`src/rtl/btn_press_classifier_pkg.sv`:
```
// btn_pkg: shared state encoding and timer sizing for the button press classifier
package btn_pkg;
  typedef enum logic [2:0] {ARM, IDLE, PRESS1, GAP, HOLD, PRESS2} state_t;
  function automatic int ms_width(input int long, input int dclk, input int rep);
    int m;
    m = long > dclk ? long : dclk;
    m = m > rep ? m : rep;
    return $clog2(m + 1);
  endfunction
endpackage

```
`src/rtl/btn_press_classifier_ms_timer.sv`:
```
// ms_timer: prescaled millisecond counter with synchronous clear, saturating at all-ones
module ms_timer #(
  parameter int MS_DIV = 50_000,
  parameter int W = 10
) (
  input  logic         clk,
  input  logic         reset,
  input  logic         clr,
  output logic         ms_tick,
  output logic [W-1:0] ms
);
  localparam int PW = $clog2(MS_DIV);
  logic [PW-1:0] pre;
  assign ms_tick = pre == PW'(MS_DIV - 1);
  always_ff @(posedge clk) begin
    if (reset || clr) begin
      pre <= '0;
      ms  <= '0;
    end else if (ms_tick) begin
      pre <= '0;
      ms  <= &ms ? ms : ms + 1'b1;
    end else begin
      pre <= pre + 1'b1;
    end
  end
endmodule

```
`src/rtl/btn_press_classifier.sv`:
```
// btn_press_classifier: turns a debounced button level into short/long/double/repeat ticks
module btn_press_classifier
  import btn_pkg::*;
#(
  parameter int MS_DIV = 50_000,
  parameter int LONG_MS = 800,
  parameter int DCLK_MS = 300,
  parameter int REPEAT_MS = 200
) (
  input  logic clk,
  input  logic reset,
  input  logic db_level,
  output logic short_tick,
  output logic long_tick,
  output logic double_tick,
  output logic repeat_tick,
  output logic busy
);
  localparam int W = ms_width(LONG_MS, DCLK_MS, REPEAT_MS);
  state_t state, nxt;
  logic clr, ms_tick, short_n, long_n, double_n, repeat_n;
  logic [W-1:0] ms;
  logic long_hit, dclk_hit, rep_hit;
  ms_timer #(.MS_DIV(MS_DIV), .W(W)) u_timer (
    .clk(clk), .reset(reset), .clr(clr), .ms_tick(ms_tick), .ms(ms)
  );
  assign long_hit = ms_tick && ms == W'(LONG_MS - 1);
  assign dclk_hit = ms_tick && ms == W'(DCLK_MS - 1);
  assign rep_hit  = ms_tick && ms == W'(REPEAT_MS - 1);
  // Release beats LONG_MS in PRESS1; a new press beats DCLK_MS in GAP.
  always_comb begin
    nxt = state;
    clr = 1'b0;
    short_n = 1'b0;
    long_n = 1'b0;
    double_n = 1'b0;
    repeat_n = 1'b0;
    case (state)
      ARM:    if (!db_level) nxt = IDLE;
      IDLE:   if (db_level) begin nxt = PRESS1; clr = 1'b1; end
      PRESS1: if (!db_level) begin nxt = GAP; clr = 1'b1; end
              else if (long_hit) begin nxt = HOLD; clr = 1'b1; long_n = 1'b1; end
      HOLD:   if (!db_level) nxt = IDLE;
              else if (rep_hit) begin clr = 1'b1; repeat_n = 1'b1; end
      GAP:    if (db_level) begin nxt = PRESS2; double_n = 1'b1; end
              else if (dclk_hit) begin nxt = IDLE; short_n = 1'b1; end
      PRESS2: if (!db_level) nxt = IDLE;
      default: nxt = ARM;
    endcase
  end
  always_ff @(posedge clk) begin
    if (reset) begin
      state <= ARM;
      short_tick <= 1'b0;
      long_tick <= 1'b0;
      double_tick <= 1'b0;
      repeat_tick <= 1'b0;
      busy <= 1'b0;
    end else begin
      state <= nxt;
      short_tick <= short_n;
      long_tick <= long_n;
      double_tick <= double_n;
      repeat_tick <= repeat_n;
      busy <= nxt != IDLE;
    end
  end
endmodule
```
`config.mk`:
```
export PLATFORM = sky130hd
export DESIGN_NAME = btn_press_classifier
export DESIGN_NICKNAME = d
export VERILOG_FILES = /design/src/rtl/btn_press_classifier_pkg.sv /design/src/rtl/btn_press_classifier_ms_timer.sv /design/src/rtl/btn_press_classifier.sv
export SDC_FILE = /design/constraint.sdc
export NUM_CORES = 1
export LEC_CHECK = 0
export ABC_AREA = 1
export CAP_MARGIN = 20
export CORE_MARGIN = 1
export CORE_UTILIZATION = 51
export CTS_BUF_LIST = sky130_fd_sc_hd__clkbuf_2 sky130_fd_sc_hd__clkbuf_4 sky130_fd_sc_hd__clkbuf_8
export CTS_CLUSTER_DIAMETER = 150
export DETAILED_ROUTE_END_ITERATION = 8
export GPL_TIMING_DRIVEN = 0
export HOLD_SLACK_MARGIN = 0.15
export MAX_ROUTING_LAYER = met4
export PLACE_DENSITY = 0.72
export SYNTH_ARGS = -nofsm -noshare
export SYNTH_HDL_FRONTEND = slang
export SYNTH_SLANG_ARGS = --single-unit
```
`constraint.sdc`:
```
create_clock -name clk -period 1.57 [get_ports clk]
set_input_delay 0.3925 -clock clk [delete_from_list [all_inputs] [get_ports clk]]
set_output_delay 0.3925 -clock clk [all_outputs]
set_load 0.01 [all_outputs]
```
==> Yosys cells after proc, flatten, opt, wreduce, memory -nomap -nowiden <==
Index checks and enable logic that the tools add are counted.
{ "totals": {"reg_bits": 34, "input_bits": 3, "out_inout_bits": 5, "wordCells": 52} }
{ "classes": {"n_addsub": 2, "n_eq_ne": 10, "n_mux": 14, "bitwise_logic": 5, "reduce_logical": 13} }
{ "ops": {"columns": ["op", "n"], "rows": [
  ["3-bit two-way mux", 6],
  ["16-bit by 1-bit adder with 16-bit output, second input constant", 1],
  ["16-bit == test, second input constant", 1],
  ["3-bit case mux with 4 select lines", 1],
  ["10-bit by 1-bit adder with 10-bit output, second input constant", 1],
  ["10-bit == test, second input constant", 1],
  ["10-bit by 8-bit == test with 1-bit output, second input constant", 1],
  ["10-bit by 9-bit == test with 1-bit output, second input constant", 1],
  ["10-bit AND reduction", 1],
  ["3-bit OR reduction", 3],
  ["3-bit by 2-bit == test with 1-bit output, second input constant", 2],
  ["3-bit == test, second input constant", 2],
  ["1-bit two-way mux", 6],
  ["2-bit OR reduction", 3],
  ["1-bit NOT", 5],
  ["3-bit by 1-bit == test with 1-bit output, second input constant", 1],
  ["1-bit logical AND", 3],
  ["3-bit logical NOT", 1],
  ["3-bit by 1-bit inequality test with 1-bit output, second input constant", 1],
  ["1-bit case mux with 3 select lines", 1],
  ["2-bit AND reduction", 1],
  ["1-bit logical OR", 1]
]} }

==> Longest topological paths before layout <==
Gate-level depths: netlist of the first run.
{ "logic_depth": {"word_depth": 7, "mapped_depth": 12, "depth_no_buf": 10} }

==> By module <==
Synthesis of the first run repeated with hierarchy kept, for this count alone.
{ "hier_totals": {"hier_cells": 296, "hier_area_um2": 2057.0} }
{ "by_module_without_submodules": {"columns": ["mod", "n_inst", "cells_per_inst", "area_each_um2", "seq_area_each_um2"], "rows": [
  ["ms_timer", 1, 226, 1570.3, 520.5],
  ["btn_press_classifier", 1, 70, 486.7, 160.2]
]} }

==> Worst setup path before layout of the first run <==
Ideal clock, no wire load.
{ "synth_timing": {"path_kind": "register -> register", "start": "reg u_timer.pre[0]", "end": "reg u_timer.pre[14]", "setup_ps": 116, "arrival_time_ps": 1401, "required_time_ps": 1454, "path_slack_ps": 53, "stages_incl_launch_ff": 10, "n_path_buf": 1, "synth_period_minus_slack_ps": 1517, "cell_sequence": "dfxtp_1 > ha_1 > nand3_1 > nor2_1 > nand2_4 > nor2_2 > nor2_2 > nand4_4 > buf_6 > nor2_1"} }
{ "synth_via": {"elab_chain_len": 7, "word_cells_on_any_way": 11, "cone_classes": "add/sub: 1; eq/ne: 1; mux: 5; reduce/logical: 4"} }
{ "synth_lines": {"columns": ["element", "line", "text"], "rows": [
  ["start, declared", "btn_press_classifier_ms_timer.sv:13", "logic [PW-1:0] pre;"],
  ["start signal, assigned", "btn_press_classifier_ms_timer.sv:23", "pre <= pre + 1'b1;"],
  ["16-bit == test", "btn_press_classifier_ms_timer.sv:14", "assign ms_tick = pre == PW'(MS_DIV - 1);"],
  ["1-bit logical AND, on equally long branches", "btn_press_classifier.sv:29, btn_press_classifier.sv:27", null],
  ["1-bit two-way mux, on equally long branches", "btn_press_classifier.sv:44, btn_press_classifier.sv:42", null],
  ["1-bit two-way mux, on equally long branches", "btn_press_classifier.sv:43, btn_press_classifier.sv:41", null],
  ["1-bit case mux with 3 select lines", "btn_press_classifier.sv:38", "case (state)"],
  ["1-bit logical OR", "btn_press_classifier_ms_timer.sv:16", "if (reset || clr) begin"],
  ["2-bit OR reduction (no source line)", null, null]
]} }
Parallel ways exist; a longest one is shown, timed or not.
A chain may end at the register's enable or synchronous reset.

==> Worst setup path in the final report of the first run <==
{ "layout_timing": {"start": "reg u_timer.ms[0]", "end": "reg u_timer.pre[5]"} }
{ "layout_via": {"elab_chain_len": 7, "word_cells_on_any_way": 11, "cone_classes": "eq/ne: 2; mux: 5; reduce/logical: 4"} }
{ "layout_lines": {"columns": ["element", "line", "text"], "rows": [
  ["start, declared", "btn_press_classifier_ms_timer.sv:10", "output logic [W-1:0] ms"],
  ["start signal, assigned", "btn_press_classifier_ms_timer.sv:21", "ms <= &ms ? ms : ms + 1'b1;"],
  ["10-bit by 8-bit == test with 1-bit output or 10-bit == test (tied branches)", "btn_press_classifier.sv:29, btn_press_classifier.sv:27", null],
  ["1-bit logical AND, on equally long branches", "btn_press_classifier.sv:29, btn_press_classifier.sv:27", null],
  ["1-bit two-way mux, on equally long branches", "btn_press_classifier.sv:44, btn_press_classifier.sv:42", null],
  ["1-bit two-way mux, on equally long branches", "btn_press_classifier.sv:43, btn_press_classifier.sv:41", null],
  ["1-bit case mux with 3 select lines (*)", "btn_press_classifier.sv:38", null],
  ["1-bit logical OR (*)", "btn_press_classifier_ms_timer.sv:16", null],
  ["2-bit OR reduction (no source line) (*)", null, null]
]} }
Every way passes the cells marked *; elsewhere a longest branch is shown, timed or not.

==> run metrics, run 1 <==
status complete, no violations; Post-synth EDFFs 0; CTS clock-pin slew for the worst setup and hold paths 0.11 ns; CTS root buffer clkbuf_4; fin cells between 300 and 400; gpl congestion approximately 0.90; Num CTS Buffers 5; clk sinks 34; R2R Path Start u_timer.ms[0]; Worst-Skew Late Latency between 0.3 and 0.4 ns; nets around 290; slowest library cell on the worst path dfxtp_4; total gr overflow 0; worst path cell trace ha_4 > nand2_1 > nor3_2 > nand2_1 > nor2_2 > nor2_4 > nand4_4 > buf_6 > nor2_2; unrepaired setup endpoints after global routing yes; pwr dens between 600 and 700 mW/mm²; dpl ws -0.187 ns; number of global-route vias before repair 1466; wire per inst approximately 12 µm; CP required between 1.5 and 2 ns; Yosys cell types 26; Hold Path Depth 2; Final Max Tran Viols 0; Max VDD drop 0.480 mV; DIE WIDTH between 60 and 70 µm; GRT Resource Usage Total 23.6%; first-pass GRT wire length roughly 6.3 mm; initial antenna violation count 0; pin count of the biggest net entering global routing 11; Detailed Route Iter0 Violations roughly 120; Worst Setup Slack, final about 0.023 ns; Tcrit/Tclk final a little over nine tenths; starting density of the core 53.8%; I/O pin cnt 8; Final Hold Vio Count 0; synthesized area 0.00181 mm²; fillers around 330; FF+latch count, synth 34; First-pass DRT Iterations 5; Min-Delay Path Class in2reg; Buffers on Ports 5; multi-input logic area 0.00111 mm²; CP endpoint kind flop; synth top area cells dfxtp_1 (38%), nand2_1 (13%), nor2_1 (9.8%), xor2_1 (7.3%), inv_1 (5.0%); worst-path maximum fanout 6; via count between 1500 and 2000; Vias/cell 4.98; layout overhead on the synthesized area 21.7%; Seq. cell area 694 µm²; htree depth 2; Hold EP state[1]; chip height between 60 and 70 µm; WS Path Type reg2reg; CTS tree yes; crit path buf inv count 1; Die ar. roughly 0.0038 mm²; hpwl dp around 2.4 mm; crit path time final approximately 1.5 ns; synthesized instance count 260; Async SR Flop Fraction 0%; r2r endpoint u_timer.pre[5]; average size of a mapped cell slightly below 7 µm²; row cnt 21; # setup viols final 0; register area share after synthesis ~38%; CP startpoint kind flop; Synth Warn # 0; Worst Path Arrival ~1.8 ns; CTS Buffer Depth 2; Slew Limit Headroom about four fifths; r2r worst-path depth 9; max cap viols 0; share of post-route cells with drive strength above 1 24.0%; Hold Crit Start reset; placed insts about 310; crit-path max cell delay around 0.40 ns; Antenna diodes 0; reg2reg setup slack approximately 0.023 ns; drt total wl a little under 4 mm; antenna viol nets, final 0; Leakage between 0.8 and 0.9 nW; delay-heaviest family, CP simple AND/OR/NAND/NOR gates; Top FF cell, synth dfxtp_1; Post-route DRC 0; Slew @ Worst Pin about 0.31 ns; syn_nets 265; Core ar. roughly 0.0034 mm²; Synth area leader dfxtp_1; Final Skew about 0.010 ns; fmax 0.646 GHz; Power Total 1.53 mW; top cell type's share of synthesized area 37.6%
-- through the flow --
step / hold WS (ns) / cell area, µm² / utilization, % / TNS, ns
3_3_place_gp: 0.431 / 1920 / 57.0 / -2.03
3_5_place_dp: 0.438 / 1920 / 57.0 / -2.90
2_1_floorplan: 0.418 / 1810 / - / 0
5_1_grt: 0.255 / 2200 / 65.4 / -1.98
4_1_cts: 0.248 / 2080 / 61.8 / 0
6_report: 0.267 / 2200 / 65.4 / 0
-- worst register-to-register path, stage by stage (launching register included) --
cell	delay [ns]
dfxtp_4	0.40
ha_4	0.17
nand2_1	0.11
nor3_2	0.16
nand2_1	0.10
nor2_2	0.14
nor2_4	0.07
nand4_4	0.12
buf_6	0.14
nor2_2	0.03
-- what timing repair did --
action	CTS	global route
cloned	1	0
setup buffers	6	3
pin swaps	3	12
hold buffers	0	0
setup endpoints to repair	31	27
resized for setup	20	30
-- cells by family (layout without fill, tap and decap cells) --
logic type	count (synthesis)	count (layout)	synth area share, %
AND/OR/NAND/NOR	158	158	39.3
adder cells (fa/ha/maj)	2	2	1.38
AO/OA/AOI/OAI	14	14	3.94
XOR/XNOR	20	20	9.69
flip-flops	34	34	37.6
buffers and inverters	32	55	8.03
-- registers in the layout, summed over array words and instances, names as in the netlist --
signal	count
busy	1
double_tick	1
long_tick	1
repeat_tick	1
short_tick	1
state	3
u_timer.ms	10
u_timer.pre	16
-- how the worst max path moves through the flow --
stage,startpoint,to,slack [ns],depth (start not counted)
after floorplan,u_timer.pre[0],u_timer.pre[14],0.05,9
after global placement,u_timer.pre[0],u_timer.pre[14],-0.13,9
after detailed placement,u_timer.pre[0],u_timer.pre[14],-0.19,9
after CTS,u_timer.pre[1],u_timer.pre[3],0.02,11
after global routing,u_timer.pre[1],u_timer.pre[10],-0.10,11
final,u_timer.ms[0],u_timer.pre[5],0.02,9
-- layout make-up --
cell class                 instances  share of cell area, %
multi-input combinational        194                   50.3
sequential                        34                   31.6
timing repair buffer              15                   6.08
inverter                          27                   4.83
clock buffer                       7                   2.67
tap                               46                   2.62
buffer                             5                   1.76
clock inverter                     1                  0.227
-- cells in the final DEF (no fill, tap or decap), types with 2 or more instances in the layout --
| cell | n |
|---|---|
| nor2_1 | 39 |
| nand3_1 | 14 |
| dfxtp_1 | 27 |
| nor2_4 | 5 |
| xnor2_1 | 5 |
| ha_4 | 2 |
| inv_2 | 2 |
| clkbuf_4 | 6 |
| nand3_2 | 2 |
| a21oi_1 | 8 |
| buf_4 | 9 |
| nand4_1 | 8 |
| buf_6 | 5 |
| nor2_2 | 11 |
| dfxtp_4 | 2 |
| nand2_4 | 3 |
| o21ai_0 | 2 |
| nor3_1 | 7 |
| nand2_2 | 6 |
| xor2_1 | 15 |
| nand2_1 | 58 |
| inv_1 | 24 |
| a21oi_2 | 3 |
| dfxtp_2 | 5 |
| dlygate4sd2_1 | 5 |
-- cell usage after synthesis (2+ instances only) --
cell / number
nor2_1: 47
nand2_2: 2
nand2_1: 64
inv_2: 2
xnor2_1: 5
xor2_1: 15
o21ai_0: 2
nor2_2: 7
nand4_1: 8
a21oi_1: 11
nand3_1: 16
inv_1: 24
buf_4: 3
ha_1: 2
dfxtp_1: 34
nor3_1: 8
-- layer usage --
metal | global-route usage, % | part of all wire, % | vias to the layer above
met5 | - | 0 | -
met4 | 7.30 | 1.2 | 0
met3 | 7.56 | 4.4 | 5
met2 | 36.9 | 49 | 31
met1 | 28.9 | 46 | 740
li1 | - | - | 864
-- power breakdown --
| part | switching (mW) | internal, mW | leakage (nW) |
|---|---|---|---|
| clock | 0.308 | 0.234 | 0.0387 |
| sequential | 0.0143 | 0.874 | 0.279 |
| combinational | 0.0582 | 0.0459 | 0.531 |
(Power assumes the default switching activity.)
==> inputs of run 2 (changes only) <==
--- a/config.mk
+++ b/config.mk
@@ -9,7 +9,7 @@
 export CAP_MARGIN = 20
 export CORE_MARGIN = 1
 export CORE_UTILIZATION = 51
-export CTS_BUF_LIST = sky130_fd_sc_hd__clkbuf_2 sky130_fd_sc_hd__clkbuf_4 sky130_fd_sc_hd__clkbuf_8
+export CTS_BUF_LIST = sky130_fd_sc_hd__clkbuf_16
 export CTS_CLUSTER_DIAMETER = 150
 export DETAILED_ROUTE_END_ITERATION = 8
 export GPL_TIMING_DRIVEN = 0
==> run 2 against run 1 <==
  * The run now ends with setup timing left
  * Critical path depth is the same
  * Register-to-register slack lost 0.03 ns
  * Fmax shrank 1.8%
  * Global-route usage shrank 0.49 points
  * Clock power grew 70%
  * Total power grew 25%
  * First-iteration DRC count grew 35%
  * Worst hold slack gained 0.075 ns
  * Sequential power is essentially flat
  * Critical path type unchanged
  * Critical endpoint unchanged
==> run metrics, run 2 (synthesized netlist as in run 1, its figures left out) <==
Worst Path Arrival ~1.7 ns; First-pass DRT Iterations 4; crit path time final around 1.6 ns; CTS clock-pin slew for the worst setup and hold paths 0.05 ns; Worst Setup Slack, final -0.00616 ns; starting density of the core ~54%; Detailed Route Iter0 Violations 158; max reg flops 16; dpl ws -0.187 ns; Leakage roughly 0.86 nW; Final Skew about 0.0043 ns; GRT Resource Usage Total 23.1%; wire per inst 11.6 µm; total gr overflow 0; Worst Setup SP u_timer.pre[0]; Slew Limit Headroom 78.0%; share of post-route cells with drive strength above 1 about 23%; violated checks setup timing; Max VDD drop around 0.51 mV; via count about 1700; Slew @ Worst Pin between 0.3 and 0.4 ns; most common cell after layout, fill and taps aside nand2_1; CP required approximately 1.7 ns; worst-path maximum fanout 5; Final Hold Vio Count 0; Tcrit/Tclk final 100%; Vias/cell approximately 5; most frequent cells in the layout nand2_1 (56), nor2_1 (41), dfxtp_1 (28); Power Total ~1.9 mW; CTS tree yes; initial antenna violation count 0; R2R Path Start u_timer.pre[0]; Hold Path Depth 2; WS Path Type reg2reg; CTS root buffer clkbuf_16; Post-route DRC 0; CP startpoint kind flop; CTS Buffer Depth 2; drt total wl ~3.8 mm; clk sinks 34; antenna viol nets, final 0; pwr dens 834 mW/mm²; row cnt 21; Core ar. roughly 0.0034 mm²; Buffers on Ports 5; Die ar. 0.00379 mm²; largest registers u_timer.pre (16), u_timer.ms (10), state (3); gpl congestion 0.897; chip height around 60 µm; unrepaired setup endpoints after global routing yes; hpwl dp about 2.4 mm; number of global-route vias before repair approximately 1400; Min-Delay Path Class in2reg; Num CTS Buffers 5; htree depth 2; reg2reg setup slack -0.006 ns; status complete, but fails checks; Hold Crit Start reset; nets 289; I/O pin cnt 8; Hold EP state[1]; Worst-Skew Late Latency ~0.28 ns; DIE WIDTH a little over 60 µm; Top reg by flops u_timer.pre; first-pass GRT wire length 6.15 mm; r2r endpoint u_timer.pre[5]; CP endpoint kind flop; layout overhead on the synthesized area 26.9%; max cap viols 0; fmax between 0.6 and 0.7 GHz; Final Max Tran Viols 0; Antenna diodes 0; r2r worst-path depth 9; pin count of the biggest net entering global routing 11; # setup viols final 4
==> run 2: cell types whose count changed in the layout (fill, tap and decap cells not counted), sizes merged <==
cell,change
buf,+2
clkinv,+1
clkbuf,-2
inv,+1
dlygate4sd2,-5
clkdlybuf4s50,+5
==> run 2: cell type report <==
cell class                 instances  area, µm²
timing repair buffer              17        155
buffer                             5       38.8
tap                               46       57.6
sequential                        34        693
inverter                          27        106
fill                             298       1070
multi-input combinational        194       1110
clock buffer                       5        125
clock inverter                     3       12.5
==> run 2: metal layers <==
metal | up-vias | wire [µm] | track usage, %
li1 | 866 | - | -
met1 | 748 | 1800 | 29.2
met2 | 34 | 1830 | 34.4
met3 | 7 | 131 | 6.30
met4 | 0 | 77 | 10.2
met5 | - | 0 | -
==> run 2: worst max path at each step <==
stage	cells past startpoint	slack [ns]	endpoint
finish	9	-0.006	u_timer.pre[5]
global route	11	-0.09	u_timer.pre[9]
CTS	11	0.0008	u_timer.pre[3]
detailed placement	9	-0.19	u_timer.pre[14]
global placement	9	-0.13	u_timer.pre[14]
floorplan	9	0.05	u_timer.pre[14]
==> run 2: power breakdown <==
part | internal, mW | switching (mW)
logic | 0.0473 | 0.0563
clock network | 0.572 | 0.351
registers | 0.875 | 0.0128
total | 1.49 | 0.420
==> run 2: critical path, cell delays in order, from the launching register on <==
cell     delay, ns
dfxtp_4       0.36
ha_4          0.14
nand3_1       0.16
nor2_4        0.18
nand2_4       0.09
nor2_2        0.17
nor2_4        0.06
nand4_4       0.12
buf_6         0.14
nor2_2        0.03
==> run 2: stage by stage <==
stage | instances | cell area, µm² | util [%] | setup TNS [ns] | hold slack, ns
floorplan | 260 | 1810 | - | 0 | 0.418
global placement | 311 | 1920 | 57.0 | -2.03 | 0.431
detailed placement | 311 | 1920 | 57.0 | -2.90 | 0.438
CTS | 327 | 2150 | 64.0 | 0 | 0.338
global route | 331 | 2290 | 68.2 | -1.34 | 0.345
finish | 331 | 2290 | 68.2 | -0.00988 | 0.343
==> run 2: timing repair <==
action,4_1_cts,5_1_grt
pin swaps,4,11
hold buffers,0,0
gates resized for setup,12,32
cloned,1,0
buffers inserted,7,4
endpoints found under the setup margin,26,27
endpoints found under the hold margin,0,0
